File: config.mk
export PLATFORM = sky130hd
export DESIGN_NAME = time_count_alarm
export DESIGN_NICKNAME = d
export VERILOG_FILES = /design/src/rtl/clock_pkg.sv /design/src/rtl/key_edge.sv /design/src/rtl/time_count_alarm.sv
export SDC_FILE = /design/constraint.sdc
export NUM_CORES = 1
export LEC_CHECK = 0
export BUFFER_PORTS_ARGS = -buffer_cell sky130_fd_sc_hd__buf_2
export CORE_MARGIN = 2
export CORE_UTILIZATION = 30
export CTS_CLUSTER_SIZE = 30
export DETAILED_ROUTE_END_ITERATION = 10
export PLACE_DENSITY = 0.48
export SLEW_MARGIN = 20
export SYNTH_ARGS = -nofsm -noshare
export SYNTH_HDL_FRONTEND = slang
export SYNTH_SLANG_ARGS = --single-unit
export TNS_END_PERCENT = 20
File: constraint.sdc
create_clock -name clk -period 3.55 [get_ports clk]
set_input_delay 1.065 -clock clk [delete_from_list [all_inputs] [get_ports clk]]
set_output_delay 1.065 -clock clk [all_outputs]
set_load 0.01 [all_outputs]
File: src/rtl/clock_pkg.sv
`default_nettype none
// ============================================================================
// Module   : clock_pkg
// Purpose  : Shared limits, ring-state encoding and BCD wrap-increment helper
//            for the time/alarm counter.
// Revision : 1.0 - initial release
// ============================================================================
package clock_pkg;

    localparam logic [7:0] MAX_HOUR_BCD = 8'h23;
    localparam logic [7:0] MAX_MIN_BCD  = 8'h59;

    localparam logic [0:0] ST_IDLE = 1'b0;
    localparam logic [0:0] ST_RING = 1'b1;

    // Packed-BCD increment; returns 00 once the value has reached max.
    function automatic logic [7:0] bcd_inc_wrap(input logic [7:0] val,
                                                input logic [7:0] max);
        logic [7:0] res;
        if (val == max) begin
            res = 8'h00;
        end else if (val[3:0] == 4'd9) begin
            res = {val[7:4] + 4'd1, 4'd0};
        end else begin
            res = {val[7:4], val[3:0] + 4'd1};
        end
        return res;
    endfunction

endpackage
`default_nettype wire

File: src/rtl/key_edge.sv
`default_nettype none
// ============================================================================
// Module   : key_edge
// Purpose  : Synchronizes an asynchronous adjust level and emits a registered
//            one-clk pulse on its rising edge.
// Revision : 1.0 - initial release
// ============================================================================
module key_edge #(
    parameter int SYNC_STAGES = 2
) (
    input  logic clk,
    input  logic rst_n,
    input  logic i_level,
    output logic o_pulse
);

    logic [SYNC_STAGES-1:0] r_sync;
    logic                   r_prev;
    logic                   r_pulse;

    // Pulse is registered so an edge sampled at N acts at N+SYNC_STAGES+1.
    always_ff @(posedge clk or negedge rst_n) begin
        if (!rst_n) begin
            r_sync  <= '0;
            r_prev  <= 1'b0;
            r_pulse <= 1'b0;
        end else begin
            r_sync  <= {r_sync[SYNC_STAGES-2:0], i_level};
            r_prev  <= r_sync[SYNC_STAGES-1];
            r_pulse <= r_sync[SYNC_STAGES-1] & ~r_prev;
        end
    end

    assign o_pulse = r_pulse;

endmodule
`default_nettype wire

File: src/rtl/time_count_alarm.sv
`default_nettype none
// ============================================================================
// Module   : time_count_alarm
// Purpose  : BCD time-of-day counter with adjustable alarm and timed ringer.
// Revision : 1.0 - initial release
// ============================================================================
module time_count_alarm
    import clock_pkg::*;
#(
    parameter int SYNC_STAGES = 2,
    parameter int RING_SECS   = 60
) (
    input  logic       clk,
    input  logic       rst_n,
    input  logic       tick_1hz,
    input  logic       count1,
    input  logic       counta,
    input  logic       count2,
    input  logic       countb,
    input  logic       alarm_en,
    output logic [7:0] time_hh,
    output logic [7:0] time_mm,
    output logic [7:0] time_ss,
    output logic [7:0] alarm_hh,
    output logic [7:0] alarm_mm,
    output logic       alarm_ring
);

    localparam logic [7:0] c_RING_LAST = 8'(RING_SECS - 1);

    logic [3:0] w_levels;
    logic [3:0] w_pulses;
    logic       w_p1, w_pa, w_p2, w_pb;
    logic       w_time_adj, w_any_adj;

    logic [7:0] r_hh, r_mm, r_ss, r_ahh, r_amm;
    logic [7:0] w_hh_nxt, w_mm_nxt, w_ss_nxt;
    logic       w_sec_wrap;

    logic [0:0] r_state, w_state_nxt;
    logic [7:0] r_cnt, w_cnt_nxt;
    logic       r_alarm_ring;

    assign w_levels = {countb, count2, counta, count1};

    generate
        for (genvar gi = 0; gi < 4; gi++) begin : g_key
            key_edge #(
                .SYNC_STAGES(SYNC_STAGES)
            ) u_key (
                .clk    (clk),
                .rst_n  (rst_n),
                .i_level(w_levels[gi]),
                .o_pulse(w_pulses[gi])
            );
        end
    endgenerate

    assign w_p1       = w_pulses[0];
    assign w_pa       = w_pulses[1];
    assign w_p2       = w_pulses[2];
    assign w_pb       = w_pulses[3];
    assign w_time_adj = w_p1 | w_pa;
    assign w_any_adj  = w_time_adj | w_p2 | w_pb;

    // A time adjust swallows a coincident tick.
    always_comb begin
        w_hh_nxt   = r_hh;
        w_mm_nxt   = r_mm;
        w_ss_nxt   = r_ss;
        w_sec_wrap = 1'b0;
        if (w_time_adj) begin
            if (w_p1) begin
                w_mm_nxt = bcd_inc_wrap(r_mm, MAX_MIN_BCD);
                w_ss_nxt = 8'h00;
            end
            if (w_pa) begin
                w_hh_nxt = bcd_inc_wrap(r_hh, MAX_HOUR_BCD);
            end
        end else if (tick_1hz) begin
            w_ss_nxt = bcd_inc_wrap(r_ss, MAX_MIN_BCD);
            if (r_ss == MAX_MIN_BCD) begin
                w_sec_wrap = 1'b1;
                w_mm_nxt   = bcd_inc_wrap(r_mm, MAX_MIN_BCD);
                if (r_mm == MAX_MIN_BCD) begin
                    w_hh_nxt = bcd_inc_wrap(r_hh, MAX_HOUR_BCD);
                end
            end
        end
    end

    always_ff @(posedge clk or negedge rst_n) begin
        if (!rst_n) begin
            r_hh  <= 8'h00;
            r_mm  <= 8'h00;
            r_ss  <= 8'h00;
            r_ahh <= 8'h00;
            r_amm <= 8'h00;
        end else begin
            r_hh <= w_hh_nxt;
            r_mm <= w_mm_nxt;
            r_ss <= w_ss_nxt;
            if (w_p2) begin
                r_amm <= bcd_inc_wrap(r_amm, MAX_MIN_BCD);
            end
            if (w_pb) begin
                r_ahh <= bcd_inc_wrap(r_ahh, MAX_HOUR_BCD);
            end
        end
    end

    // Ringing starts only from a natural minute rollover, never from an adjust.
    always_comb begin
        w_state_nxt = r_state;
        w_cnt_nxt   = r_cnt;
        case (r_state)
            ST_IDLE: begin
                if (w_sec_wrap && !w_any_adj && alarm_en &&
                    (w_hh_nxt == r_ahh) && (w_mm_nxt == r_amm)) begin
                    w_state_nxt = ST_RING;
                    w_cnt_nxt   = 8'd0;
                end
            end
            ST_RING: begin
                if (!alarm_en || w_any_adj) begin
                    w_state_nxt = ST_IDLE;
                    w_cnt_nxt   = 8'd0;
                end else if (tick_1hz) begin
                    if (r_cnt == c_RING_LAST) begin
                        w_state_nxt = ST_IDLE;
                        w_cnt_nxt   = 8'd0;
                    end else begin
                        w_cnt_nxt = r_cnt + 8'd1;
                    end
                end
            end
            default: begin
                w_state_nxt = ST_IDLE;
                w_cnt_nxt   = 8'd0;
            end
        endcase
    end

    always_ff @(posedge clk or negedge rst_n) begin
        if (!rst_n) begin
            r_state      <= ST_IDLE;
            r_cnt        <= 8'd0;
            r_alarm_ring <= 1'b0;
        end else begin
            r_state      <= w_state_nxt;
            r_cnt        <= w_cnt_nxt;
            r_alarm_ring <= (w_state_nxt == ST_RING);
        end
    end

    assign time_hh    = r_hh;
    assign time_mm    = r_mm;
    assign time_ss    = r_ss;
    assign alarm_hh   = r_ahh;
    assign alarm_mm   = r_amm;
    assign alarm_ring = r_alarm_ring;

endmodule
`default_nettype wire

==> results.yml <==
status:
  status: "completed"
logic_synthesis:
  synthAdderAreaFrac_pct: 6.80
  synth.most_common_cell: "dfrtp_1"
  synth-compound-area-share_pct: 18.1
  synth.area.top_cells: "dfrtp_1 (42%), ha_1 (6.8%), o21ai_0 (3.9%), nand2_1 (3.7%), nand3_1 (3.5%)"
  syn-cell-area_um2: 3860
  ys_seq_area_share_pct: 42.1
  synth_nets: 431
  synth_top_family_by_area: "simple AND/OR/NAND/NOR gates"
  async_flop_share_pct: 100
  syn_area_per_cell_um2: 9.61
  synth_cell_types: 73
  synth-simple-area-share_pct: 25.8
  ys_ff_latch: 65
  synth-edff-count: 0
  netlist_top_cells_count: "dfrtp_1 (65), nand2_1 (38), o21ai_0 (30)"
  syn_inst: 402
  yosys.area.top_type_share_pct: 42.1
  ys_warn_count: 0
  yosys_most_used_dff: "dfrtp_1"
  muxShareOfSynthArea_pct: 0.939
  synth_xor_area_share_pct: 2.27
  yosysTopAreaCell: "dfrtp_1"
power_and_ir_drop:
  peakVddDrop_mv: 0.294
  power_leakage_nw: 2.08
  power_switching_w: 0.00124
  p_per_area_nw_per_um2: 671
  seq_power_share_pct: 37.6
  switching_share_pct: 40.1
  internal-power_w: 0.00186
  p_clk_share_pct: 26.6
  comb_power_share_pct: 35.7
global_route:
  grt.overflow.total: 0
  grt_pass1_vias: 3114
  track_usage_pct: 14.8
  grt_pass1_wl_um: 16100
  grt_antenna_before_repair: 0
  grt_max_degree: 27
setup_path:
  start_kind: "primary input"
  r2r-start: "time_mm[1]$_DFF_PN0_"
  arrival_ps: 3420
  worst-path-max-fanout: 12
  critPathCaptureType: "flip-flop"
  startpoint: "tick_1hz"
  critPathKind: "primary input to flip-flop"
  worstPathRequired_ps: 3750
min_path:
  hold_start: "g_key[0].u_key.r_sync[0]$_DFF_PN0_"
  hp-class: "flip-flop to flip-flop"
sta:
  relSlewSlack_pct: 60.8
  hold_viol: 0
  setup_viol: 0
  tns_ps: 0
  rsz0062_at_grt: "false"
  maxSlewViolCount: 0
  period_minus_slack_ps: 3220
  fin_skew_ps: 7.66
  fin_crit_sh_pct: 90.7
  timing.fmax_mhz: 310
  worst_pin_slew_ps: 584
final_layout:
  diodes: 0
  syn_to_final_growth_pct: 19.6
  fin_nets: 487
  num-fill-cells: 1313
  drive_gt1_share_pct: 22.0
  final_core_util_pct: 36.6
  fin_area_um2: 4620
floorplanning:
  initial_core_util_pct: 30.6
  dieWidth_um: 118
  die_h_um: 118
  io_pins: 49
  core_um2: 12600
  rows: 41
  die_area_um2: 13800
clock_network:
  cts_buffers: 9
  cts-root-buf: "clkbuf_16"
  cts_tree: "built"
  post_cts_buffers: 0
  cts_resized: 0
  cts.reportedPaths.clkPinSlew_ps: 50
  insertion_delay_ps: 340
  max-clock-path-buffers: 2
  cts.htree.levels: 3
  cts.sinks: 65
  cts_hold_buf: 0
drt:
  drc: 0
  routedWlPerCell_um: 15.3
  antenna_left: 0
  num_vias: 3225
  via_per_inst: 5.08
  drt-initial-drc-count: 217
  drtPass1Iterations: 5
  wirelength_um: 9690
place:
  dp_hpwl_um: 7130
  portBuffers: 48
  postPlaceCellArea_um2: 4350
  gp_congestion: 0.797
job:
  drv_cap: 0
[cell type report]
class	instances	area, um^2	share of cell area, %
multi-input cells	303	2090	45.2
flip-flops and latches	65	1630	35.2
repair buffers	61	350	7.58
clock buffers	12	246	5.33
well taps	172	215	4.66
inverters	18	67.6	1.46
clock inverters	4	28.8	0.623
[cells in the final DEF, fill, tap and decap left out, drive strengths merged, types with 4 or more instances in the layout]
cell / n
and3: 7
or3: 5
dfrtp: 65
a21oi: 18
o211ai: 4
nand4: 7
o41ai: 6
nor2b: 9
o31ai: 10
and3b: 5
clkbuf: 12
o22ai: 4
nand3b: 5
o21a: 4
inv: 18
a31oi: 5
nor2: 17
ha: 21
nand2b: 6
o21ai: 32
a21o: 4
nand3: 27
nor4: 4
nor3: 14
nand2: 38
xnor2: 7
or4: 6
buf: 61
[power groups by stage]
stage | Clock [W] | Sequential, W | Combinational, W
2_1_floorplan | 0 | 0.00112 | 0.000757
3_3_place_gp | 0 | 0.00117 | 0.00112
3_5_place_dp | 0 | 0.00118 | 0.00112
4_1_cts | 0.000851 | 0.00117 | 0.00113
5_1_grt | 0.000885 | 0.00120 | 0.00126
6_report | 0.000825 | 0.00117 | 0.00111
[per-layer routing]
| metal | global-route usage (%) | up-vias | part of all wire, % |
|---|---|---|---|
| li1 | - | 1600 | - |
| met5 | 0 | - | 0 |
| met2 | 22.3 | 64 | 45 |
| met3 | 4.80 | 16 | 4.5 |
| met4 | 6.40 | 0 | 2.8 |
| met1 | 19.4 | 1545 | 47 |
[metrics by stage]
stage               instances  power [W]  setup slack [ps]  hold slack [ps]
floorplan                 402    0.00188               513              331
global placement          619    0.00229              64.5              333
detailed placement        619    0.00230             -40.9              335
CTS                       635    0.00315               269              347
global route              635    0.00335              62.0              352
finish                    635    0.00310               329              345
[critical path, cell delays in order]
cell and delay, ps:
buf_2 130, and4b_1 240, a41oi_2 210, buf_4 240, nor4b_1 290, a211oi_1 90, nor3b_1 310, buf_4 180
nand4_4 150, o41ai_1 390, o31ai_1 120
[kinds of logic after synthesis]
kind of cell	Yosys count
flip-flops	65
buffers and inverters	34
adder cells (fa/ha/maj)	21
XOR/XNOR	10
multiplexers	3
AND/OR/NAND/NOR	165
AO/OA/AOI/OAI	104
[registers in the layout (all words and copies together), names as in the netlist]
| register | flops |
|---|---|
| alarm_hh | 8 |
| time_ss | 8 |
| r_cnt | 8 |
| alarm_mm | 8 |
| g_key.u_key.r_prev | 4 |
| g_key.u_key.o_pulse | 4 |
| time_mm | 8 |
| g_key.u_key.r_sync | 8 |
| alarm_ring | 1 |
| time_hh | 8 |
[final timing paths]
kind / slack (ps) / endpoint / cells past startpoint
worst max-delay path: 330 / r_cnt[4]$_DFFE_PN0P_ / 11
worst min-delay path: 350 / g_key[0].u_key.r_sync[1]$_DFF_PN0_ / 0
worst max register to register: 380 / r_cnt[4]$_DFFE_PN0P_ / 12
worst min register to register: 350 / g_key[0].u_key.r_sync[1]$_DFF_PN0_ / 0
max in group asynchronous: 2100 / r_cnt[5]$_DFFE_PN0P_ / 2
min in group asynchronous: 720 / time_ss[2]$_DFFE_PN0P_ / 1
Power figures use the tool's default switching activity.
